[src/rtl/imm_gen_pipe.sv]
//==============================================================================
// imm_gen_pipe
//------------------------------------------------------------------------------
// Registered immediate generator for the NPC decode stage.
//
// An instruction word, a format select and a sideband tag (normally the PC)
// are accepted via a valid/ready handshake. The XLEN-wide immediate is
// computed at enqueue time and stored with the tag and an illegal-select
// flag in a 2-entry FIFO. Decode can then stall without losing work.
// The instruction word itself is not buffered.
//
// Parameters
//   XLEN   datapath width, 32 or 64
//   TAG_W  width of the sideband tag
//   SEL_W  width of the format select
//
// Ports
//   clk          system clock, rising edge
//   rst          asynchronous active-high reset
//   in_valid     upstream entry valid
//   in_ready     an entry can be accepted this cycle (count < 2)
//   in_inst      instruction word
//   in_sel       immediate format select
//   in_tag       sideband tag
//   flush        synchronous discard of all buffered entries
//   out_valid    head entry valid
//   out_ready    downstream accepts the head entry
//   out_imm      immediate of the head entry (0 when empty)
//   out_tag      tag of the head entry (0 when empty)
//   out_illegal  head entry had an undefined select (0 when empty)
//==============================================================================
module imm_gen_pipe #(
    parameter int XLEN  = 32,
    parameter int TAG_W = 32,
    parameter int SEL_W = 4
) (
    input  logic             clk,
    input  logic             rst,
    input  logic             in_valid,
    output logic             in_ready,
    input  logic [31:0]      in_inst,
    input  logic [SEL_W-1:0] in_sel,
    input  logic [TAG_W-1:0] in_tag,
    input  logic             flush,
    output logic             out_valid,
    input  logic             out_ready,
    output logic [XLEN-1:0]  out_imm,
    output logic [TAG_W-1:0] out_tag,
    output logic             out_illegal
);

    // Format select encoding
    localparam logic [SEL_W-1:0] SEL_R  = SEL_W'(0);
    localparam logic [SEL_W-1:0] SEL_I  = SEL_W'(1);
    localparam logic [SEL_W-1:0] SEL_IM = SEL_W'(2);
    localparam logic [SEL_W-1:0] SEL_IJ = SEL_W'(3);
    localparam logic [SEL_W-1:0] SEL_S  = SEL_W'(4);
    localparam logic [SEL_W-1:0] SEL_B  = SEL_W'(5);
    localparam logic [SEL_W-1:0] SEL_J  = SEL_W'(6);
    localparam logic [SEL_W-1:0] SEL_UA = SEL_W'(7);
    localparam logic [SEL_W-1:0] SEL_UL = SEL_W'(8);
    localparam logic [SEL_W-1:0] SEL_E  = SEL_W'(9);
    localparam logic [SEL_W-1:0] SEL_SH = SEL_W'(10);
    localparam logic [SEL_W-1:0] SEL_Z  = SEL_W'(11);

    // Immediate is always built at 64 bits and truncated to XLEN. This keeps
    // every sign-extension replication width positive for both XLEN values.
    logic [63:0]     imm_wide;
    logic            new_illegal;
    logic [XLEN-1:0] new_imm;

    // FIFO state: two slots, 1-bit circular pointers, occupancy 0..2
    logic [XLEN-1:0]  imm_q [2];
    logic [TAG_W-1:0] tag_q [2];
    logic             ill_q [2];
    logic             wr_ptr;
    logic             rd_ptr;
    logic [1:0]       count;

    logic push;
    logic pop;

    // Opcode bits [6:0] never contribute to an immediate, and for XLEN=32 the
    // upper half of imm_wide is discarded. They are gathered here explicitly.
    logic unused_bits;
    assign unused_bits = &{1'b0, in_inst[6:0], imm_wide};

    // Immediate decode for the incoming instruction
    always_comb begin
        imm_wide    = 64'd0;
        new_illegal = 1'b0;
        case (in_sel)
            SEL_R, SEL_E: begin
                imm_wide = 64'd0;
            end
            SEL_I, SEL_IM, SEL_IJ: begin
                imm_wide = {{52{in_inst[31]}}, in_inst[31:20]};
            end
            SEL_S: begin
                imm_wide = {{52{in_inst[31]}}, in_inst[31:25], in_inst[11:7]};
            end
            SEL_B: begin
                imm_wide = {{51{in_inst[31]}}, in_inst[31], in_inst[7],
                            in_inst[30:25], in_inst[11:8], 1'b0};
            end
            SEL_J: begin
                imm_wide = {{43{in_inst[31]}}, in_inst[31], in_inst[19:12],
                            in_inst[20], in_inst[30:21], 1'b0};
            end
            SEL_UA, SEL_UL: begin
                imm_wide = {{32{in_inst[31]}}, in_inst[31:12], 12'd0};
            end
            SEL_SH: begin
                // RV64 shift amounts use a 6-bit shamt, RV32 only 5 bits
                if (XLEN == 64) begin
                    imm_wide = {58'd0, in_inst[25:20]};
                end else begin
                    imm_wide = {59'd0, in_inst[24:20]};
                end
            end
            SEL_Z: begin
                imm_wide = {59'd0, in_inst[19:15]};
            end
            default: begin
                imm_wide    = 64'd0;
                new_illegal = 1'b1;
            end
        endcase
    end

    assign new_imm = imm_wide[XLEN-1:0];

    // Handshake qualifiers. in_ready depends only on registered count. A full
    // FIFO therefore refuses a push even when the head is being popped.
    assign in_ready  = (count < 2'd2);
    assign out_valid = (count != 2'd0);
    assign push      = in_valid & in_ready & ~flush;
    assign pop       = out_valid & out_ready & ~flush;

    // Head presentation; outputs are forced to zero while empty
    assign out_imm     = out_valid ? imm_q[rd_ptr] : '0;
    assign out_tag     = out_valid ? tag_q[rd_ptr] : '0;
    assign out_illegal = out_valid ? ill_q[rd_ptr] : 1'b0;

    // FIFO storage and pointers. Flush only resets occupancy and pointers.
    // Stale slot contents are harmless because outputs are gated by count.
    always_ff @(posedge clk or posedge rst) begin
        if (rst) begin
            count  <= 2'd0;
            wr_ptr <= 1'b0;
            rd_ptr <= 1'b0;
            for (int i = 0; i < 2; i++) begin
                imm_q[i] <= '0;
                tag_q[i] <= '0;
                ill_q[i] <= 1'b0;
            end
        end else if (flush) begin
            count  <= 2'd0;
            wr_ptr <= 1'b0;
            rd_ptr <= 1'b0;
        end else begin
            if (push) begin
                imm_q[wr_ptr] <= new_imm;
                tag_q[wr_ptr] <= in_tag;
                ill_q[wr_ptr] <= new_illegal;
                wr_ptr        <= ~wr_ptr;
            end
            if (pop) begin
                rd_ptr <= ~rd_ptr;
            end
            case ({push, pop})
                2'b10:   count <= count + 2'd1;
                2'b01:   count <= count - 2'd1;
                default: count <= count;
            endcase
        end
    end

endmodule

[config.mk]
export PLATFORM = sky130hd
export DESIGN_NAME = imm_gen_pipe
export DESIGN_NICKNAME = d
export VERILOG_FILES = /design/src/rtl/imm_gen_pipe.sv
export SDC_FILE = /design/constraint.sdc
export NUM_CORES = 1
export LEC_CHECK = 0
export ABC_AREA = 1
export ABC_CLOCK_PERIOD_IN_PS = 10100
export BUFFER_PORTS_ARGS = -buffer_cell sky130_fd_sc_hd__buf_2
export CORE_MARGIN = 1.5
export CORE_UTILIZATION = 59
export CTS_BUF_LIST = sky130_fd_sc_hd__clkbuf_16
export DETAILED_ROUTE_END_ITERATION = 6
export PLACE_DENSITY = 0.83
export SYNTH_ARGS = -nofsm -noshare
export SYNTH_HDL_FRONTEND = slang
export SYNTH_SLANG_ARGS = --single-unit
[constraint.sdc]
create_clock -name clk -period 10.1 [get_ports clk]
set_input_delay 1.01 -clock clk [delete_from_list [all_inputs] [get_ports clk]]
set_output_delay 1.01 -clock clk [all_outputs]
set_load 0.01 [all_outputs]
==> reports/results.ini, run 1 <==
[timing]
slew_headroom_pct = 29.0
finalHoldViolations = 0
fin_crit_sh_pct = 32.9
fin_crit_ps = 3330
fmax_ghz = 0.300
rsz0062_at_grt = false
slew_viol_final = 0
finalSetupTns_ps = 0
holdWs_ps = 477
finalSetupViolCount = 0
fin_skew_ps = 6.33
tightest_slew_ps = 1060

[worst_setup_path]
reg2reg_to = imm_q[28]
reg2reg_slack_ps = 7140
critPathSlowestCell = buf_4
crit_path_start_kind = flop
worstPathArrival_ps = 2320
cp-end-kind = output port
path_class = reg2out
cpPeakStageDelay_ps = 580
reg2regPathDepth = 5
rr_startpoint = count[1]
cp_cell_sequence = nor2_4 -> buf_4 -> a21oi_1 -> buf_2
critPathMaxFanout = 48
critPathRequiredTime_ps = 9090

[finish]
utilization_pct = 71.6
drive_above_1_share_pct = 19.5
diodes = 0
final_cells = 1142
final_common_cell = nand2_1
fill_cells = 915
syn2layout_area_growth_pct = 18.3
nets = 1062
final_cell_mix = nand2_1, dfrtp_1, buf_2, a21oi_1, o21ai_0

[place]
port_buffers = 132
dp.cells = 1110
place_congestion = 0.908
hpwl_um = 9500

[clock_tree]
clock_sinks = 134
post_cts_resized = 0
cts_setup_buffers = 0
clock_latency_ps = 410
cts_tree = yes
clk_pin_slew_worst_paths_ps = 60
root_buffer = clkbuf_16
hold_buffers = 0
htree_levels = 4
cts_buffers = 17
clockBufferDepth = 2

[min_path]
holdPathEnd = imm_q[26]
hold_path_class = reg2reg
min-delay-start = imm_q[26]
hold_depth = 2

[logic_synthesis]
synthAdderAreaFrac_pct = 0
synth_area_um2 = 6560
synthMuxAreaShare_pct = 0
avgSynthCellArea_um2 = 7.42
synth_compound_area_share_pct = 11.1
synth-simple-area-share_pct = 30.6
ys_seq_area_share_pct = 51.1
synth_fp_nets = 957
ys_warn_count = 0
synth.distinct_cells = 24
synth_xor_area_share_pct = 0
syn_inst = 884
synth_top_family_by_area = simple AND/OR/NAND/NOR gates
synth.ff_latch_count = 134

[global_route]
grt.total_usage_pct = 28.8
overflow = 0
grt_pass1_wl_um = 26400
grt_max_degree = 107
grt_pass1_vias = 5635
antenna_found_initial = 0

[drt]
via_per_inst = 5.26
finalWirelength_um = 16100
drt-wirelength-per-cell_um = 14.1
drtIter0Drc = 585
drc = 0
drt_pass1_iterations = 5
antenna_left = 0
vias = 6012

[floorplan]
start_util_pct = 60.5
rows = 38
ioPinCount = 140
core_area_um2 = 10800
die_area_um2 = 11800
fp.dieH_um = 108
die_w_um = 108

[power_and_ir_drop]
p_leak_nw = 4.23
power_mw = 2.18
cellPowerDensity_nw_per_um2 = 281
ir_worst_vdd_v = 0.000133

[status]
status = finished, final reports clean

[flow_run]
maxCapViolations = 0

-- layer usage --
metal	track usage [%]	share of wire [%]	up-vias
li1	-	-	2957
met1	38.5	43	2784
met2	45.6	47	239
met3	6.21	7.4	32
met4	11.9	2.5	0
met5	0	0	-
-- state kept, by name, indices dropped and copies added (netlist names) --
signal and cells:
imm_q 64, tag_q 64, count 2, ill_q 2
rd_ptr 1, wr_ptr 1
-- logic make-up after synthesis --
family          after synthesis
compound gates              146
buf+inv                     104
simple gates                500
flops                       134
-- synthesized netlist by cell type --
cell type | n | area share, %
nand2_1 | 451 | 26
dfrtp_1 | 134 | 51
a21oi_1 | 66 | 5.0
o21ai_0 | 60 | 4.6
inv_1 | 49 | 2.8
o21ai_1 | 20 | 1.5
clkbuf_1 | 18 | 1.0
buf_2 | 17 | 1.3
nand3_1 | 15 | 1.1
nor2_1 | 11 | 0.63
nand2_2 | 8 | 0.76
nand2_4 | 7 | 1.2
buf_1 | 6 | 0.34
buf_4 | 5 | 0.57
inv_2 | 4 | 0.23
buf_6 | 3 | 0.52
nor2_2 | 2 | 0.19
nor3_1 | 2 | 0.15
buf_12 | 1 | 0.31
clkinv_1 | 1 | 0.057
nand3_4 | 1 | 0.27
nand4_1 | 1 | 0.095
nor2_4 | 1 | 0.17
nor3_2 | 1 | 0.15
-- worst max-delay path: cells and delay by family, from the launching register on --
family          cells  cell delay, ps
flops               1             440
compound gates      1             170
simple gates        1             480
buf+inv             2             770
-- through the flow --
step | setup slack [ps] | area, um^2
after detailed placement | 6570 | 7180
final | 6770 | 7760
after global placement | 6610 | 7180
after floorplan | 5510 | 6560
after CTS | 6770 | 7760
after global routing | 6680 | 7760
-- power breakdown --
part	switching (mW)	leakage, nW	internal, mW
Clock	0.236	0.270	0.364
Combinational	0.446	2.24	0.249
Sequential	0.122	1.73	0.766
Total	0.804	4.23	1.38
-- worst max-delay path by stage --
stage                     slack [ps]      from  depth (start not counted)     endpoint
after CTS                       6770  count[0]                          4  out_imm[25]
after global placement          6610  in_valid                          7    imm_q[19]
after detailed placement        6570     flush                          6     imm_q[0]
after floorplan                 5510       rst                          1     count[0]
final                           6770  count[0]                          4  out_imm[25]
after global routing            6680  count[0]                          4  out_imm[25]
-- layout make-up --
class	count	area [um^2]	area share, %
multi-input cells	646	2750	35.5
clock inverters	15	155	2.00
well taps	140	175	2.26
inverters	54	205	2.64
clock buffers	17	425	5.48
repair buffers	136	691	8.90
flip-flops and latches	134	3350	43.2
Power figures use the tool's default switching activity.
==> run 2, diff against run 1 <==
ABC_CLOCK_PERIOD_IN_PS = 2700   (was 10100)
CORE_UTILIZATION = 50   (was 59)
PLACE_DENSITY = 0.75   (was 0.83)
clock period = 2.7 ns   (was 10.1 ns; I/O delays follow)
==> reports/results.ini, run 2 (synthesis results as in run 1) <==
[global_route]
antenna_found_initial = 1
grt_max_degree = 65
grt_pass1_vias = 5744
grt.total_usage_pct = 25.2
overflow = 0
grt_pass1_wl_um = 28000

[timing]
fin_crit_ps = 2270
finalSetupTns_ps = 0
fin_crit_sh_pct = 83.9
rsz0062_at_grt = false
finalHoldViolations = 0
fmax_ghz = 0.441
slew_viol_final = 0
finalSetupViolCount = 0
tightest_slew_ps = 836
worst_slack_ps = 435
fin_skew_ps = 4.74
slew_headroom_pct = 43.9

[drt]
finalWirelength_um = 16600
drtIter0Drc = 521
vias = 6048
drc = 0
drt-wirelength-per-cell_um = 14.0
antenna_left = 0
via_per_inst = 5.10
drt_pass1_iterations = 5

[finish]
drive_above_1_share_pct = 20.1
final_cell_mix = nand2_1, dfrtp_1, buf_2, a21oi_1, o21ai_0
nets = 1072
syn2layout_area_growth_pct = 21.1
utilization_pct = 62.4
top_regs = imm_q x64, tag_q x64
final_common_cell = nand2_1
final_cells = 1185

[clock_tree]
cts_buffers = 17
clock_sinks = 134
post_cts_resized = 0
hold_buffers = 1
htree_levels = 4
clockBufferDepth = 2
cts_tree = yes
clk_pin_slew_worst_paths_ps = 60
root_buffer = clkbuf_16
cts_setup_buffers = 0
clock_latency_ps = 420

[worst_setup_path]
crit_path_start_kind = flop
critPathSlowestCell = nor2_4
path_class = reg2out
cp_cell_sequence = nor2_4 -> buf_4 -> a21oi_1 -> buf_2
cpPeakStageDelay_ps = 500
critPathMaxFanout = 21
cp-end-kind = output port
critPathRequiredTime_ps = 2430
worstPathArrival_ps = 2000

[floorplan]
rows = 41
core_area_um2 = 12700
start_util_pct = 51.6
ioPinCount = 140
die_w_um = 118
fp.dieH_um = 118
die_area_um2 = 13800

[power_and_ir_drop]
cellPowerDensity_nw_per_um2 = 1060
power_mw = 8.40
p_leak_nw = 4.30
ir_worst_vdd_v = 0.000594

[place]
preCtsSetupSlack_ps = 800
port_buffers = 132
dp.cells = 1151
place_congestion = 0.895
hpwl_um = 10400

[status]
status = finished, final reports clean

[min_path]
hold_path_class = in2reg

[flow_run]
maxCapViolations = 0

-- run 2: cell count changes in the layout (fill, tap and decap cells not counted), moves of 2 or more --
cell	change
buf_12	+3
buf_4	+6
bufinv_16	+2
clkinv_2	+3
clkinvlp_4	-2
inv_6	-2
-- run 2: final cells by class --
type / count / area, um^2
diodes: 1 / 2.50
multi-input cells: 646 / 2750
fillers: 1198 / 4780
inverters: 54 / 206
clock buffers: 17 / 425
flip-flops and latches: 134 / 3350
clock inverters: 15 / 185
well taps: 172 / 215
repair buffers: 146 / 806
-- run 2: worst max-delay path: cells and delay by family (launching register included) --
kind / cells / cell delay (ps)
simple gates: 1 / 500
compound gates: 1 / 110
flops: 1 / 460
buf+inv: 2 / 510
-- run 2: power by group --
part           total [mW]  switching (mW)  internal [mW]  leakage, nW
clock                2.39           0.857           1.53        0.298
combinational        2.68            1.68           1.00         2.28
sequential           3.32           0.459           2.86         1.73
total                8.40            3.00           5.40         4.30
-- run 2: path summary, 6_finish.rpt --
path | depth (start not counted) | slack [ps] | endpoint | start
min | 2 | 100 | rd_ptr | flush
max | 4 | 430 | out_imm[1] | count[1]
min in group asynchronous | 3 | 480 | tag_q[28] | rst
max reg2reg | 4 | 780 | wr_ptr | count[1]
max in group asynchronous | 4 | 1490 | rd_ptr | rst
min reg2reg | 2 | 480 | imm_q[47] | imm_q[47]
-- run 2: per-stage QoR --
step / hold WS (ps) / instance area (um^2)
after CTS: 76.9 / 7940
after global placement: 388 / 7320
after detailed placement: 398 / 7320
after floorplan: 343 / 6560
final: 97.1 / 7940
after global routing: 101 / 7940
-- run 2: metal layers --
metal  share of wire, %  GRT usage (%)
met5                  0              0
met3                6.1           5.57
met4                2.7           10.7
met1                 45           34.5
met2                 46           38.9
==> run 3, diff against run 2 <==
ABC_CLOCK_PERIOD_IN_PS = 2100   (was 2700)
CORE_UTILIZATION = 55   (was 50)
PLACE_DENSITY = 0.78   (was 0.75)
clock period = 2.1 ns   (was 2.7 ns; I/O delays follow)
==> reports/results.ini, run 3 (synthesis results as in run 1) <==
[power_and_ir_drop]
p_clk_share_pct = 25.5
p_sw_mw = 3.79
p_leak_nw = 4.30
seqPwrFrac_pct = 41.4
ir_worst_vdd_v = 0.000623
pwr-share-comb_pct = 33.2
intPower_mw = 6.55
swShare_pct = 36.7
cellPowerDensity_nw_per_um2 = 1320

[clock_tree]
root_buffer = clkbuf_16
clk_pin_slew_worst_paths_ps = 50
cts_buffers = 17
cts_tree = yes
clockBufferDepth = 2
htree_levels = 4
clock_sinks = 134
clock_latency_ps = 420

[finish]
top_regs = imm_q x64, tag_q x64
drive_above_1_share_pct = 19.8
diodes = 0
utilization_pct = 68.2
final_common_cell = nand2_1
final_cell_mix = nand2_1, dfrtp_1, buf_2, a21oi_1, o21ai_0
ff_latch_area_um2 = 3350
fill_cells = 1027
multi_input_area_um2 = 2750
syn2layout_area_growth_pct = 19.8
nets = 1076
fin_area_um2 = 7860
final_cells = 1159

[timing]
fmax_ghz = 0.522
slew_headroom_pct = 42.8
fin_crit_sh_pct = 91.2
finalSetupViolCount = 0
finalHoldViolations = 0
fin_skew_ps = 6.39
fin_crit_ps = 1910
rsz0062_at_grt = false
tightest_slew_ps = 853
slew_viol_final = 0
finalSetupTns_ps = 0
worst_slack_ps = 185

[status]
violations = DRC
status = finished, violations left

[drt]
via_per_inst = 5.19
antenna_left = 0
drt_pass1_iterations = 7
finalWirelength_um = 16200
drt-wirelength-per-cell_um = 14.0
vias = 6014
drtIter0Drc = 460
drc = 10

[global_route]
grt_pass1_wl_um = 26800
antenna_found_initial = 0
grt_pass1_vias = 5591
overflow = 0
grt.total_usage_pct = 26.9
grt_max_degree = 86

[place]
preCtsSetupSlack_ps = 304
port_buffers = 132
dp.cells = 1125
place_congestion = 0.911
placed_cell_area_um2 = 7310
hpwl_um = 10500

[floorplan]
ioPinCount = 140
die_area_um2 = 12600
die_w_um = 112
start_util_pct = 57.0
rows = 39
fp.dieH_um = 112
core_area_um2 = 11500

[worst_setup_path]
rr_startpoint = count[1]
critPathMaxFanout = 13
reg2regPathDepth = 5
crit_path_start_kind = flop
reg2reg_to = imm_q[21]
path_class = reg2out
critPathRequiredTime_ps = 1890
worstPathArrival_ps = 1700
reg2reg_slack_ps = 280
cp-end-kind = output port

[min_path]
min-delay-start = in_tag[28]
holdPathEnd = tag_q[28]
hold_path_class = in2reg
hold_depth = 3

[flow_run]
maxCapViolations = 0

-- run 3: worst max path at each step --
stage / start / endpoint / slack (ps)
4_1_cts: rd_ptr / out_imm[29] / 160
3_5_place_dp: count[1] / imm_q[15] / 300
3_3_place_gp: count[1] / imm_q[4] / 370
6_report: rd_ptr / out_tag[26] / 190
2_1_floorplan: rst / count[0] / 220
5_1_grt: rd_ptr / out_tag[8] / 110
-- run 3: per-layer routing --
layer	vias to the layer above	global-route usage, %	routed length [um]
met4	0	9.20	248
met2	193	43.5	7820
met1	2806	36.1	7130
met5	-	0	0
met3	24	6.26	992
li1	2991	-	-
-- run 3: layout make-up --
cell class	count	area share, %
sequential	134	42.7
multi-input combinational	646	35.1
timing repair buffer	150	10.7
clock buffer	17	5.41
inverter	54	2.63
tap	143	2.28
clock inverter	15	1.26
-- run 3: through the flow --
step           power, mW  hold WS [ps]
6_report            10.3          40.5
5_1_grt             11.1          48.7
4_1_cts             10.4          26.9
3_5_place_dp        7.73           305
3_3_place_gp        7.61           308
2_1_floorplan       6.51           283
-- run 3: worst max-delay path: stages, from the launching register on --
cell     delay, ps
dfrtp_2        420
inv_2          180
buf_4          250
nand2_1         70
a21oi_1        190
buf_2          170
-- run 3: power by group through the flow --
stage               Combinational (mW)  Clock (mW)  Sequential (mW)
finish                            3.43        2.63             4.28
global route                      3.86        2.79             4.41
CTS                               3.47        2.66             4.27
detailed placement                3.44           0             4.29
global placement                  3.36           0             4.25
floorplan                         2.36           0             4.15
-- run 3: repair_timing --
action	in CTS	in global routing
buffers inserted	0	0
endpoints found under the hold margin	23	0
resized for setup	0	0
hold buffers	2	0
